--- src/rtl/iobus_intr_ctrl_if.sv ---
`default_nettype none
// +--------------------------------------------------------------------+
// | Module   : iobus_intr_ctrl_if                                      |
// | Brief    : IOBUS register port plus event lines and interrupt out  |
// |            for the interrupt controller.                           |
// | Revision : 1.0  initial release                                    |
// +--------------------------------------------------------------------+
interface iobus_intr_ctrl_if #(
  parameter int N_SRC = 4
);
  logic [31:0]      i_iobus_addr;
  logic [31:0]      i_iobus_out;
  logic             i_iobus_wr;
  logic [31:0]      o_rd_data;
  logic [N_SRC-1:0] i_src_in;
  logic             o_cpu_intr;

  // MCU / wrapper side
  modport master (
    output i_iobus_addr,
    output i_iobus_out,
    output i_iobus_wr,
    output i_src_in,
    input  o_rd_data,
    input  o_cpu_intr
  );

  // Controller side
  modport slave (
    input  i_iobus_addr,
    input  i_iobus_out,
    input  i_iobus_wr,
    input  i_src_in,
    output o_rd_data,
    output o_cpu_intr
  );
endinterface
`default_nettype wire

--- src/rtl/iobus_intr_ctrl.sv ---
`default_nettype none
// +--------------------------------------------------------------------+
// | Module   : iobus_intr_ctrl                                         |
// | Brief    : Edge-latching, masked, lowest-index-first interrupt     |
// |            controller with fixed-width CPU_INTR pulse and          |
// |            software acknowledge on the OTTER IOBUS.                |
// | Revision : 1.0  initial release                                    |
// +--------------------------------------------------------------------+
module iobus_intr_ctrl #(
  parameter logic [31:0] BASE_AD   = 32'h11000060,
  parameter int          N_SRC     = 4,
  parameter int          INTR_HOLD = 2
) (
  input  logic               clk,
  input  logic               rst,
  iobus_intr_ctrl_if.slave   bus
);

  localparam logic [31:0] c_ADDR_ENABLE  = BASE_AD;
  localparam logic [31:0] c_ADDR_PENDING = BASE_AD + 32'd4;
  localparam logic [31:0] c_ADDR_ID      = BASE_AD + 32'd8;
  localparam logic [31:0] c_ADDR_ACK     = BASE_AD + 32'd12;
  localparam int          c_CNT_W        = (INTR_HOLD > 1) ? $clog2(INTR_HOLD) : 1;
  localparam logic [c_CNT_W-1:0] c_HOLD_LOAD = c_CNT_W'(INTR_HOLD - 1);

  typedef enum logic [1:0] {
    S_IDLE     = 2'd0,
    S_ASSERT   = 2'd1,
    S_WAIT_ACK = 2'd2
  } state_t;

  state_t             r_state;
  state_t             w_state_next;
  logic [N_SRC-1:0]   r_sync1;
  logic [N_SRC-1:0]   r_sync2;
  logic [N_SRC-1:0]   r_dly;
  logic [N_SRC-1:0]   r_enable;
  logic [N_SRC-1:0]   r_pending;
  logic               r_id_valid;
  logic [3:0]         r_id_idx;
  logic [c_CNT_W-1:0] r_cnt;

  logic [N_SRC-1:0]   w_rise;
  logic [N_SRC-1:0]   w_cand;
  logic [3:0]         w_cand_idx;
  logic [N_SRC-1:0]   w_w1c;
  logic [N_SRC-1:0]   w_ack_clr;
  logic               w_wr_enable;
  logic               w_wr_pending;
  logic               w_wr_ack;
  logic               w_dispatch;
  logic               w_ack_take;
  logic               w_cpu_intr;
  logic [31:0]        w_rd_data;
  logic               w_unused;

  // Upper write-data bits carry nothing for this block
  assign w_unused = &{1'b0, bus.i_iobus_out};

  assign w_wr_enable  = bus.i_iobus_wr && (bus.i_iobus_addr == c_ADDR_ENABLE);
  assign w_wr_pending = bus.i_iobus_wr && (bus.i_iobus_addr == c_ADDR_PENDING);
  assign w_wr_ack     = bus.i_iobus_wr && (bus.i_iobus_addr == c_ADDR_ACK);

  // Rising edge of the synchronized line, independent of the mask
  assign w_rise = r_sync2 & ~r_dly;
  assign w_w1c  = w_wr_pending ? bus.i_iobus_out[N_SRC-1:0] : '0;

  // Candidate vector and lowest-index priority encoder
  always_comb begin
    w_cand     = r_pending & r_enable;
    w_cand_idx = 4'd0;
    for (int i = N_SRC - 1; i >= 0; i--) begin
      if (w_cand[i]) w_cand_idx = 4'(i);
    end
  end

  // One-hot clear of the dispatched source on an accepted acknowledge
  always_comb begin
    w_ack_clr = '0;
    for (int i = 0; i < N_SRC; i++) begin
      w_ack_clr[i] = w_ack_take && (r_id_idx == 4'(i));
    end
  end

  // Dispatch FSM state register
  always_ff @(posedge clk) begin
    if (rst) r_state <= S_IDLE;
    else     r_state <= w_state_next;
  end

  // Dispatch FSM next-state and outputs
  always_comb begin
    w_state_next = r_state;
    w_dispatch   = 1'b0;
    w_ack_take   = 1'b0;
    w_cpu_intr   = 1'b0;
    case (r_state)
      S_IDLE: begin
        if (|w_cand) begin
          w_dispatch   = 1'b1;
          w_state_next = S_ASSERT;
        end
      end
      S_ASSERT: begin
        w_cpu_intr = 1'b1;
        if (r_cnt == '0) w_state_next = S_WAIT_ACK;
      end
      S_WAIT_ACK: begin
        if (w_wr_ack) begin
          w_ack_take   = 1'b1;
          w_state_next = S_IDLE;
        end
      end
      default: w_state_next = S_IDLE;
    endcase
  end

  // Two-flop synchronizer plus edge-detect delay flop
  always_ff @(posedge clk) begin
    if (rst) begin
      r_sync1 <= '0;
      r_sync2 <= '0;
      r_dly   <= '0;
    end else begin
      r_sync1 <= bus.i_src_in;
      r_sync2 <= r_sync1;
      r_dly   <= r_sync2;
    end
  end

  // Enable mask and pending bits; a same-cycle edge beats any clear
  always_ff @(posedge clk) begin
    if (rst) begin
      r_enable  <= '0;
      r_pending <= '0;
    end else begin
      if (w_wr_enable) r_enable <= bus.i_iobus_out[N_SRC-1:0];
      r_pending <= (r_pending & ~(w_w1c | w_ack_clr)) | w_rise;
    end
  end

  // Latched source ID and pulse-width counter
  always_ff @(posedge clk) begin
    if (rst) begin
      r_id_valid <= 1'b0;
      r_id_idx   <= 4'd0;
      r_cnt      <= '0;
    end else begin
      if (w_dispatch) begin
        r_id_valid <= 1'b1;
        r_id_idx   <= w_cand_idx;
        r_cnt      <= c_HOLD_LOAD;
      end else begin
        if (w_ack_take) begin
          r_id_valid <= 1'b0;
          r_id_idx   <= 4'd0;
        end
        if (r_state == S_ASSERT && r_cnt != '0) r_cnt <= r_cnt - 1'b1;
      end
    end
  end

  // Zero-latency register read mux
  always_comb begin
    w_rd_data = 32'd0;
    if (bus.i_iobus_addr == c_ADDR_ENABLE) begin
      w_rd_data[N_SRC-1:0] = r_enable;
    end else if (bus.i_iobus_addr == c_ADDR_PENDING) begin
      w_rd_data[N_SRC-1:0] = r_pending;
    end else if (bus.i_iobus_addr == c_ADDR_ID) begin
      w_rd_data[31]  = r_id_valid;
      w_rd_data[3:0] = r_id_idx;
    end
  end

  assign bus.o_rd_data  = w_rd_data;
  assign bus.o_cpu_intr = w_cpu_intr;

endmodule
`default_nettype wire

--- src/flat_wrapper.sv ---
// flat-port wrapper written by rule: the top's interface ports become plain ports
module iobus_intr_ctrl_flat 
#(
  parameter logic [31:0] BASE_AD   = 32'h11000060,
  parameter int          N_SRC     = 4,
  parameter int          INTR_HOLD = 2
)
  (clk, rst, bus_i_iobus_addr, bus_i_iobus_out, bus_i_iobus_wr, bus_i_src_in, bus_o_rd_data, bus_o_cpu_intr);
  iobus_intr_ctrl_if #(.N_SRC(N_SRC)) bus_i ();
  input  logic clk;
  input  logic rst;
  input wire logic [$bits(bus_i.i_iobus_addr)-1:0] bus_i_iobus_addr;
  input wire logic [$bits(bus_i.i_iobus_out)-1:0] bus_i_iobus_out;
  input wire logic [$bits(bus_i.i_iobus_wr)-1:0] bus_i_iobus_wr;
  input wire logic [$bits(bus_i.i_src_in)-1:0] bus_i_src_in;
  output wire logic [$bits(bus_i.o_rd_data)-1:0] bus_o_rd_data;
  output wire logic [$bits(bus_i.o_cpu_intr)-1:0] bus_o_cpu_intr;
  assign bus_i.i_iobus_addr = bus_i_iobus_addr;
  assign bus_i.i_iobus_out = bus_i_iobus_out;
  assign bus_i.i_iobus_wr = bus_i_iobus_wr;
  assign bus_i.i_src_in = bus_i_src_in;
  assign bus_o_rd_data = bus_i.o_rd_data;
  assign bus_o_cpu_intr = bus_i.o_cpu_intr;
  iobus_intr_ctrl #(.BASE_AD(BASE_AD), .N_SRC(N_SRC), .INTR_HOLD(INTR_HOLD)) u_core (.clk(clk), .rst(rst), .bus(bus_i));
endmodule
--- config.mk ---
export PLATFORM = sky130hd
export DESIGN_NAME = iobus_intr_ctrl_flat
export DESIGN_NICKNAME = d
export VERILOG_FILES = /design/src/rtl/iobus_intr_ctrl_if.sv /design/src/rtl/iobus_intr_ctrl.sv /design/src/flat_wrapper.sv
export SDC_FILE = /design/constraint.sdc
export NUM_CORES = 1
export LEC_CHECK = 0
export ABC_AREA = 1
export CAP_MARGIN = 40
export CORE_AREA = 2 2 115 61
export CTS_CLUSTER_DIAMETER = 40
export DETAILED_ROUTE_END_ITERATION = 6
export DIE_AREA = 0 0 117 63
export HOLD_SLACK_MARGIN = 0.02
export SYNTH_ARGS = -nofsm -noshare
export SYNTH_HDL_FRONTEND = slang
export SYNTH_SLANG_ARGS = --single-unit
--- constraint.sdc ---
create_clock -name clk -period 1.4 [get_ports clk]
set_clock_uncertainty 0.15 [all_clocks]
set_input_delay 0.14 -clock clk [delete_from_list [all_inputs] [get_ports clk]]
set_output_delay 0.14 -clock clk [all_outputs]
set_load 0.1 [all_outputs]
==> flow_metrics.env, run 1 <==
export IMPL_p_leak_nw=1.26
export IMPL_cts_buffer_depth=2
export IMPL_place_congestion=0.829
export IMPL_hold_start="bus_i_src_in[1]"
export IMPL_dp_hpwl_um=3470
export IMPL_path_clk_slew_ps=60
export IMPL_drv_cap=0
export IMPL_hold_end="u_core.r_sync1[1]$_SDFF_PP0_"
export IMPL_synth_ff_type="dfxtp_1"
export IMPL_total_power_mw=2.20
export IMPL_peakVddDrop_mv=0.620
export IMPL_synth_edf_count=0
export IMPL_dr_total_vias=1742
export IMPL_grt_max_degree=20
export IMPL_drc=0
export IMPL_grt_first_pass_wirelength_um=7110
export IMPL_fin_crit_ps=1690
export IMPL_synth_area_sq_um=1690
export IMPL_cts_tree="built"
export IMPL_path_class="in -> out"
export IMPL_r2r_cells=7
export IMPL_async_flop_share=0
export IMPL_worstHoldPathType="in -> reg"
export IMPL_fin_area_sq_um=2880
export IMPL_yosysSeqAreaShare=0.309
export IMPL_drive_gt1_frac=0.408
export IMPL_coreArea_sq_um=6440
export IMPL_cts_buffers=3
export IMPL_ant_nets=0
export IMPL_fp_dieH_um=63
export IMPL_die_w_um=117
export IMPL_synth_area_per_cell_sq_um=6.31
export IMPL_grt_total_usage=0.121
export IMPL_htree_levels=1
export IMPL_p_sw_mw=0.701
export IMPL_outcome="finished, violations left"
export IMPL_grt_pass1_vias=1596
export IMPL_setup_viol=5
export IMPL_p_seq_frac=0.349
export IMPL_antenna_cells=0
export IMPL_power_frac_clock=0.371
export IMPL_drt_wl_total_um=4340
export IMPL_crit_fanout=3
export IMPL_yosys_area_top_type="dfxtp_1"
export IMPL_rrSetupSlack_ps=90
export IMPL_top_level_ports=104
export IMPL_yosysMostFrequentCell="nor2_1"
export IMPL_synth_top_area_share=0.309
export IMPL_yosys_warnings=0
export IMPL_synth_common_cells="nor2_1, nand2_1, inv_1"
export IMPL_fin_hold_ws_ps=238
export IMPL_totalNegativeSetupSlack_ps=-1070
export IMPL_root_buffer="clkbuf_16"
export IMPL_cp_arrival_ps=1400
export IMPL_syn_inst=267
export IMPL_crit_path_start_kind="input pin"
export IMPL_p_int_mw=1.50
export IMPL_area_growth_pct=70.7
export IMPL_min_period_over_period=1.21
export IMPL_fmax_mhz=590
export IMPL_hold_violations=0
export IMPL_pwr_share_comb=0.279
export IMPL_wl_per_cell_um=9.87
export IMPL_hold_buffers=0
export IMPL_end_kind="output pin"
export IMPL_timing_rr_start="u_core.r_pending[2]$_SDFF_PP0_"
export IMPL_postPlaceCellArea_sq_um=2530
export IMPL_swShare=0.319
export IMPL_post_place_ws_ps=-671
export IMPL_rr_endpoint="u_core.r_id_idx[0]$_SDFFE_PP0P_"
export IMPL_min_path_cells=3
export IMPL_setup_ws_ps=-295
export IMPL_synth_area_top_cells="dfxtp_1, nor2_1, buf_4"
export IMPL_synth_seq_cells=26
export IMPL_start_util=0.262
export IMPL_powerDensity_nw_per_um2=764
export IMPL_grt_ovfl_total=0
export IMPL_dr_pass1_iters=4
export IMPL_worstSkewPairLatency_ps=260
export IMPL_clkSinkCount=26
export IMPL_numPortBuffers=48
export IMPL_crit_required_ps=1110
export IMPL_die_area_sq_um=7370
export IMPL_rows=21
export IMPL_nets=420
export IMPL_fillers=653
export IMPL_synth_cell_types=25
export IMPL_avgViaCountPerCell=3.96
export IMPL_antenna_found_initial=0
export IMPL_violations="setup timing"
export IMPL_slew_viol_final=0
export IMPL_rsz0062_at_grt="yes"
export IMPL_drt_iter0_drc=61
==> registers in the layout, summed over array words and instances, names as in the netlist, 2 cells and up <==
signal and cells:
u_core.r_dly 4, u_core.r_id_idx 2, u_core.r_enable 4, u_core.r_state 2, u_core.r_pending 4, u_core.r_sync2 4
u_core.r_sync1 4
==> logic make-up after synthesis <==
| group | count (synthesis) | share of synthesized area |
|---|---|---|
| other | 1 | 0.00223 |
| AO/OA/AOI/OAI | 19 | 0.0638 |
| flip-flops | 26 | 0.309 |
| AND/OR/NAND/NOR | 143 | 0.390 |
| buffers and inverters | 78 | 0.235 |
==> final cells by class <==
class	count	area (sq um)	area share
multi-input combinational	189	1150	0.399
timing repair buffer	81	805	0.280
sequential	26	523	0.182
inverter	48	183	0.0635
tap	92	115	0.0400
clock buffer	3	75.1	0.0261
clock inverter	1	30.0	0.0104
==> per-stage QoR <==
step                      utilization  std cells
after floorplan                     -        293
after global placement          0.393        426
after detailed placement        0.393        426
after CTS                       0.428        442
after global routing            0.447        440
final                           0.447        440
==> worst max-delay path by stage <==
stage / startpoint / end / slack (ps) / depth (start not counted)
6_report: bus_i_iobus_addr[17] / bus_o_rd_data[1] / -290 / 8
5_1_grt: bus_i_iobus_addr[17] / bus_o_rd_data[1] / -350 / 8
3_3_place_gp: bus_i_iobus_addr[31] / bus_o_rd_data[1] / -650 / 10
2_1_floorplan: bus_i_iobus_addr[9] / bus_o_rd_data[0] / -310 / 7
3_5_place_dp: bus_i_iobus_addr[6] / bus_o_rd_data[0] / -670 / 9
4_1_cts: bus_i_iobus_addr[20] / bus_o_rd_data[1] / -280 / 8
==> layout by cell type (no fill, tap or decap), types with 2 or more instances in the layout <==
| master | netlist | final |
|---|---|---|
| a21oi_1 | 11 | 9 |
| buf_12 | 0 | 8 |
| buf_2 | 2 | 11 |
| buf_4 | 27 | 27 |
| buf_6 | 0 | 23 |
| clkbuf_16 | 0 | 3 |
| clkdlybuf4s50_1 | 0 | 9 |
| conb_1 | 1 | 27 |
| dfxtp_1 | 26 | 24 |
| dfxtp_2 | 0 | 2 |
| inv_1 | 47 | 39 |
| inv_2 | 1 | 8 |
| nand2_1 | 48 | 39 |
| nand2_2 | 1 | 9 |
| nand2_4 | 1 | 2 |
| nand3_1 | 15 | 9 |
| nand3_2 | 3 | 7 |
| nand3_4 | 0 | 2 |
| nand3b_1 | 4 | 4 |
| nand4_1 | 6 | 6 |
| nor2_1 | 57 | 34 |
| nor2_2 | 4 | 10 |
| nor2_4 | 2 | 19 |
| o22ai_4 | 0 | 2 |
==> what timing repair did <==
action	CTS	global route
endpoints found under the setup margin	17	18
hold endpoints to repair	0	0
pin swaps	39	34
gates resized for setup	168	37
setup buffers	12	1
==> critical path, cell delays in order <==
cell      delay (ps)
buf_2            120
nor2_4            80
nand4_1          200
nor2_4           220
buf_12           130
nand3_4           90
o211ai_4         220
buf_12           200
==> power groups by stage <==
stage,combinational (mW),sequential [mW],clock (mW)
CTS,0.590,0.768,0.838
finish,0.614,0.768,0.816
floorplan,0.456,0.782,0
global placement,0.570,0.784,0
global route,0.647,0.769,0.882
detailed placement,0.574,0.785,0
==> per-layer routing <==
metal,share of wire,vias to the layer above,track usage
met4,0,0,0.00882
met1,0.52,784,0.186
met2,0.42,35,0.171
met5,0,-,0
met3,0.057,0,0.0349
li1,-,923,-
Note: power is estimated with default switching activity, not from simulation.
==> run 2: changes to the inputs <==
CTS_CLUSTER_DIAMETER = 80   (was 40)
SLEW_MARGIN = 20   (was unset)
==> results of run 2 <==
No change in the layout: final DEF, timing and power equal those of run 1.
==> run 3: changes to the inputs <==
SLEW_MARGIN = unset   (was 20)
==> results of run 3 <==
No change in the layout: final DEF, timing and power equal those of run 1.
